==> src/rtl/sprite_pkg.sv <==
// Shared constants, FSM state type and ROM address helper for the sprite row reader.
package sprite_pkg;

    localparam int SPRITE_W = 8;
    localparam int SPRITE_H = 16;
    localparam int CODE_W   = 4;
    localparam int ROW_W    = 4;
    localparam int ADDR_W   = CODE_W + ROW_W;
    localparam int COORD_W  = 10;

    typedef enum logic [2:0] {
        ST_IDLE,
        ST_FETCH,
        ST_LOAD,
        ST_WAIT_X,
        ST_SHIFT
    } sprite_rd_state_t;

    function automatic logic [ADDR_W-1:0] rom_addr_f(input logic [CODE_W-1:0] code,
                                                     input logic [ROW_W-1:0]  row);
        return {code, row};
    endfunction

endpackage

==> src/rtl/pixel_shifter.sv <==
// Row buffer for one glyph row: optional bit-reversal on load, then MSB-first
// shift-out with each bit replicated SCALE times.
module pixel_shifter #(
    parameter int WIDTH = 8,
    parameter int SCALE = 1
) (
    input  logic             clk_i,
    input  logic             rst_i,
    input  logic             load_i,
    input  logic             mirror_i,
    input  logic [WIDTH-1:0] data_i,
    input  logic             step_i,
    output logic             msb_o,
    output logic             done_o
);

    localparam int REP_W = 2;
    localparam int BIT_W = $clog2(WIDTH + 1);

    logic [WIDTH-1:0] row_buf_q, row_buf_d, data_rev;
    logic [REP_W-1:0] rep_q, rep_d;
    logic [BIT_W-1:0] bit_q, bit_d;

    always_comb begin
        data_rev = '0;
        for (int i = 0; i < WIDTH; i++) data_rev[i] = data_i[WIDTH-1-i];
    end

    always_comb begin
        row_buf_d = row_buf_q;
        rep_d     = rep_q;
        bit_d     = bit_q;
        if (load_i) begin
            row_buf_d = mirror_i ? data_rev : data_i;
            rep_d     = '0;
            bit_d     = '0;
        end else if (step_i) begin
            // The strobe that shows the last copy of a bit also moves to the next bit.
            if (rep_q == REP_W'(SCALE - 1)) begin
                rep_d     = '0;
                row_buf_d = {row_buf_q[WIDTH-2:0], 1'b0};
                bit_d     = bit_q + 1'b1;
            end else begin
                rep_d = rep_q + 1'b1;
            end
        end
    end

    always_ff @(posedge clk_i or posedge rst_i) begin
        if (rst_i) begin
            row_buf_q <= '0;
            rep_q     <= '0;
            bit_q     <= '0;
        end else begin
            row_buf_q <= row_buf_d;
            rep_q     <= rep_d;
            bit_q     <= bit_d;
        end
    end

    assign msb_o  = row_buf_q[WIDTH-1];
    assign done_o = (bit_q == BIT_W'(WIDTH));

endmodule

==> src/rtl/sprite_row_reader.sv <==
// Per-scanline sprite row fetch and pixel serializer between VGA timing and colour mapping.
module sprite_row_reader
    import sprite_pkg::*;
#(
    parameter int SCALE = 1,
    parameter int ROWS  = SPRITE_H,
    parameter int WIDTH = SPRITE_W
) (
    input  logic               clk_i,
    input  logic               rst_i,
    input  logic               frame_start_i,
    input  logic               line_start_i,
    input  logic [COORD_W-1:0] next_y_i,
    input  logic               pix_ce_i,
    input  logic [COORD_W-1:0] draw_x_i,
    input  logic [COORD_W-1:0] sprite_x_i,
    input  logic [COORD_W-1:0] sprite_y_i,
    input  logic [CODE_W-1:0]  sprite_code_i,
    input  logic               mirror_i,
    output logic [ADDR_W-1:0]  rom_addr_o,
    input  logic [WIDTH-1:0]   rom_data_i,
    output logic               pixel_on_o,
    output logic               busy_o
);

    sprite_rd_state_t state_q, state_d;

    logic [COORD_W-1:0] x_sh_q, x_sh_d, y_sh_q, y_sh_d;
    logic [CODE_W-1:0]  code_sh_q, code_sh_d;
    logic               mir_sh_q, mir_sh_d;
    logic [ADDR_W-1:0]  rom_addr_q, rom_addr_d;
    logic               pixel_on_q, pixel_on_d;

    logic [COORD_W:0]   dy;
    logic               hit;
    logic [ROW_W-1:0]   row;
    logic               sh_load, sh_step, sh_msb, sh_done;

    // Shadows bypass on frame_start so a coincident line_start sees the new attributes.
    always_comb begin
        x_sh_d    = frame_start_i ? sprite_x_i    : x_sh_q;
        y_sh_d    = frame_start_i ? sprite_y_i    : y_sh_q;
        code_sh_d = frame_start_i ? sprite_code_i : code_sh_q;
        mir_sh_d  = frame_start_i ? mirror_i      : mir_sh_q;
    end

    // Zero-extended subtraction: a sprite below the line leaves the sign bit set.
    assign dy  = {1'b0, next_y_i} - {1'b0, y_sh_d};
    assign hit = !dy[COORD_W] && (dy[COORD_W-1:0] < COORD_W'(ROWS * SCALE));
    assign row = ROW_W'(dy[COORD_W-1:0] / COORD_W'(SCALE));

    always_comb begin
        state_d    = state_q;
        rom_addr_d = rom_addr_q;
        pixel_on_d = pixel_on_q;
        sh_load    = 1'b0;
        sh_step    = 1'b0;
        if (line_start_i) begin
            pixel_on_d = 1'b0;
            if (hit) begin
                state_d    = ST_FETCH;
                rom_addr_d = rom_addr_f(code_sh_d, row);
            end else begin
                state_d = ST_IDLE;
            end
        end else begin
            case (state_q)
                ST_FETCH: state_d = ST_LOAD;
                ST_LOAD: begin
                    sh_load = 1'b1;
                    state_d = ST_WAIT_X;
                end
                ST_WAIT_X: begin
                    if (pix_ce_i && draw_x_i == x_sh_q) begin
                        pixel_on_d = sh_msb;
                        sh_step    = 1'b1;
                        state_d    = ST_SHIFT;
                    end
                end
                ST_SHIFT: begin
                    if (pix_ce_i) begin
                        if (sh_done) begin
                            pixel_on_d = 1'b0;
                            state_d    = ST_IDLE;
                        end else begin
                            pixel_on_d = sh_msb;
                            sh_step    = 1'b1;
                        end
                    end
                end
                default: state_d = ST_IDLE;
            endcase
        end
    end

    always_ff @(posedge clk_i or posedge rst_i) begin
        if (rst_i) begin
            state_q    <= ST_IDLE;
            x_sh_q     <= '0;
            y_sh_q     <= '0;
            code_sh_q  <= '0;
            mir_sh_q   <= 1'b0;
            rom_addr_q <= '0;
            pixel_on_q <= 1'b0;
        end else begin
            state_q    <= state_d;
            x_sh_q     <= x_sh_d;
            y_sh_q     <= y_sh_d;
            code_sh_q  <= code_sh_d;
            mir_sh_q   <= mir_sh_d;
            rom_addr_q <= rom_addr_d;
            pixel_on_q <= pixel_on_d;
        end
    end

    pixel_shifter #(.WIDTH(WIDTH), .SCALE(SCALE)) u_shifter (
        .clk_i   (clk_i),
        .rst_i   (rst_i),
        .load_i  (sh_load),
        .mirror_i(mir_sh_q),
        .data_i  (rom_data_i),
        .step_i  (sh_step),
        .msb_o   (sh_msb),
        .done_o  (sh_done)
    );

    assign rom_addr_o = rom_addr_q;
    assign pixel_on_o = pixel_on_q;
    assign busy_o     = (state_q != ST_IDLE);

endmodule

==> config.mk <==
export PLATFORM = sky130hd
export DESIGN_NAME = sprite_row_reader
export DESIGN_NICKNAME = d
export VERILOG_FILES = /design/src/rtl/sprite_pkg.sv /design/src/rtl/pixel_shifter.sv /design/src/rtl/sprite_row_reader.sv
export SDC_FILE = /design/constraint.sdc
export NUM_CORES = 1
export LEC_CHECK = 0
export BUFFER_PORTS_ARGS = -buffer_cell sky130_fd_sc_hd__buf_2
export CAP_MARGIN = 5
export CORE_MARGIN = 1.5
export CORE_UTILIZATION = 57
export DETAILED_ROUTE_END_ITERATION = 8
export GPL_ROUTABILITY_DRIVEN = 0
export PLACE_DENSITY = 0.84
export SYNTH_ARGS = -nofsm -noshare
export SYNTH_HDL_FRONTEND = slang
export SYNTH_SLANG_ARGS = --single-unit
==> constraint.sdc <==
create_clock -name clk_i -period 5.5 [get_ports clk_i]
set_clock_uncertainty 0.1 [all_clocks]
set_input_delay 0.275 -clock clk_i [delete_from_list [all_inputs] [get_ports clk_i]]
set_output_delay 0.275 -clock clk_i [all_outputs]
set_load 0.01 [all_outputs]
==> impl_results.md <==
* Fraction of registers with async set/reset at 1.00
* HPWL after DPL at 3.97 mm
* CTS tree: done
* Area Overhead vs Synth at 19.0%
* Pre-Repair DR Iteration Count at 4
* Largest net degree at the start of global routing at 52
* Worst reg2reg setup slack at 2.33 ns
* Layout fillers at 357
* Most used flip-flop cell after synthesis: dfrtp_1
* Nets at 387
* Vias in the first global route at 2119
* Total CTS buffers at 5
* Global-route wire length before repair at 9.07 mm
* Hold EP: x_sh_q[4]
* Status: finished, final reports clean
* Hold path start: sprite_x_i[4]
* Hold Path Stages at 2
* Period Utilization, post-route at 0.621
* ANT cells at 0
* CTS Buffer Depth at 2
* Row cnt at 25
* Yosys cell types at 41
* Measured slew at the worst slew-check pin at 1.02 ns
* Critical path type: primary input to flop
* CP Capture Type: flop
* Initial antenna violation count at 0
* Commonest non-fill, non-tap cell in the layout: buf_2
* Syn_area_per_cell at 11.4 sq um
* Fin. max-slew vios at 0
* RSZ-0062 raised after global routing: false
* GRT Residual Overflow at 0
* Register clock-pin slew on the reported worst setup and hold paths at 0.09 ns
* Maximum clock rate at 0.293 GHz
* DIE WIDTH at 72.7 um
* Commonest cells after routing, fill and taps aside: buf_2, dfrtp_1, mux2i_1
* Post-CTS setup buffers at 0
* Initial core utilization at 0.590
* PortBufs at 67
* Leakage power figure at 1.67 nW
* Total negative slack at 0 ns
* Share of cells above drive strength 1 at 0.337
* CTS Hold Bufs at 0
* Max rail drop VDD at 0.212 mV
* Core area at 4690 sq um
* Clk sinks at 51
* Hold slack at 0.0969 ns
* Min-delay worst type: primary input to flop
* Ys Warns at 0
* Cells after DPL at 361
* MaxCap Viol Count at 0
* Slew HR at 0.319
* Final hold violation count at 0
* Syn_nets at 317
* Required @ worst endpoint at 5.59 ns
* Vias per std cell at 5.49
* Drt first-iter violations at 90
* CP Data Arrival Time at 3.50 ns
* Mapped Cells at 244
* Post-synth EDFFs at 0
* Final setup viols at 0
* Power, Total at 1.08 mW
* Post-synthesis sequential area ratio at 0.461
* Post-CTS Resized at 0
* Avg WL per Cell at 14.4 um
* Highest net fanout along the worst path at 25
* Critical R2R Capture: rom_addr_o[4]
* H-Tree Level Count at 2
* Via count at 2024
* Tot GR Track Use at 0.221
* R2r startpoint: y_sh_q[1]
* Seq cells post-synth at 51
* Minimum clock period at 3.41 ns
* # IOs at 68
* Crit path launch type: primary input
* Die area at 5290 sq um
* DRT Wirelength at 5.30 mm
* Die Y at 72.7 um
* R2r worst-path depth at 8
* Drt drc at 0
* Pwr per Cell Area at 327 nW/um^2
* Worst-Skew Late Latency at 0.30 ns
* Antenna-violating nets left at 0
* Finished Layout Cells at 369
* Area of the mapped netlist at 2770 sq um
* CTS Root Buffer Type: clkbuf_8
how the worst max path moves through the flow:
stage | start | end | slack [ns] | cells past startpoint
final | frame_start_i | rom_addr_o[4] | 2.09 | 9
after CTS | frame_start_i | rom_addr_o[6] | 2.07 | 9
after detailed placement | frame_start_i | rom_addr_o[1] | 1.74 | 9
after floorplan | frame_start_i | rom_addr_o[1] | 1.87 | 10
after global placement | frame_start_i | rom_addr_o[2] | 1.86 | 9
after global routing | frame_start_i | rom_addr_o[6] | 1.84 | 9
state kept, by name (all words and copies together), names as in the netlist:
| register | cells |
|---|---|
| code_sh_q | 4 |
| mir_sh_q | 1 |
| rom_addr_o | 8 |
| u_shifter.row_buf_q | 8 |
| pixel_on_o | 1 |
| state_q | 3 |
| y_sh_q | 10 |
| x_sh_q | 10 |
| u_shifter.bit_q | 4 |
| u_shifter.rep_q | 2 |
per-layer routing:
layer / global-route usage / wire length, um / vias up
met4: 0.0608 / 51 / 0
met5: 0 / 0 / -
met2: 0.401 / 2730 / 54
li1: - / - / 996
met1: 0.261 / 2240 / 969
met3: 0.0539 / 274 / 5
power breakdown:
group | switching [mW] | total (mW) | leakage, nW | internal, mW
registers | 0.0469 | 0.501 | 0.632 | 0.454
clock network | 0.118 | 0.300 | 0.0654 | 0.182
logic | 0.139 | 0.277 | 0.976 | 0.138
total | 0.304 | 1.08 | 1.67 | 0.774
through the flow:
step	utilization	instance area (sq um)	setup WS [ns]
2_1_floorplan	-	2770	1.87
3_3_place_gp	0.674	3160	1.86
3_5_place_dp	0.674	3160	1.74
4_1_cts	0.703	3300	2.07
5_1_grt	0.703	3300	1.84
6_report	0.703	3300	2.09
worst max-delay path, stage by stage:
cell,delay [ns]
buf_2,0.50
mux2i_1,0.42
ha_1,0.30
nor2b_1,0.15
o2111ai_2,0.24
a31oi_1,0.12
a2111o_1,0.44
a2111oi_4,0.65
mux2_2,0.40
cell families (layout without fill, tap and decap cells):
group / after synthesis / count (layout) / synth area share
AND/OR/NAND/NOR: 43 / 43 / 0.0768
AO/OA/AOI/OAI: 36 / 36 / 0.0926
buffers and inverters: 28 / 99 / 0.0384
multiplexers: 57 / 57 / 0.217
flip-flops: 51 / 51 / 0.461
XOR/XNOR: 14 / 14 / 0.0443
adder cells (fa/ha/maj): 15 / 15 / 0.0705
cells in the mapped netlist (2+ instances only):
master,count,area (sq um)
a21o_1,2,15.0
a21oi_1,11,55.1
a31oi_1,3,18.8
buf_1,3,11.3
clkbuf_1,2,7.51
dfrtp_1,51,1280
ha_1,14,175
inv_1,22,82.6
mux2_2,24,270
mux2i_1,33,330
nand2_1,8,30.0
nand3_1,5,25.0
nand4_1,2,12.5
nor2_1,13,48.8
nor2b_1,3,18.8
nor3_1,4,20.0
o21ai_0,6,30.0
or3_1,3,18.8
xnor2_1,10,87.6
xor2_1,4,35.0
area by class of cell:
| cell class | count | area, sq um | share of cell area |
|---|---|---|---|
| timing repair buffer | 69 | 350 | 0.106 |
| inverter | 22 | 82.6 | 0.0250 |
| tap | 54 | 67.6 | 0.0205 |
| multi-input combinational | 165 | 1390 | 0.421 |
| sequential | 51 | 1280 | 0.387 |
| clock buffer | 6 | 72.6 | 0.0220 |
| clock inverter | 2 | 60.1 | 0.0182 |
No activity file was read; power rests on OpenSTA's default activity.
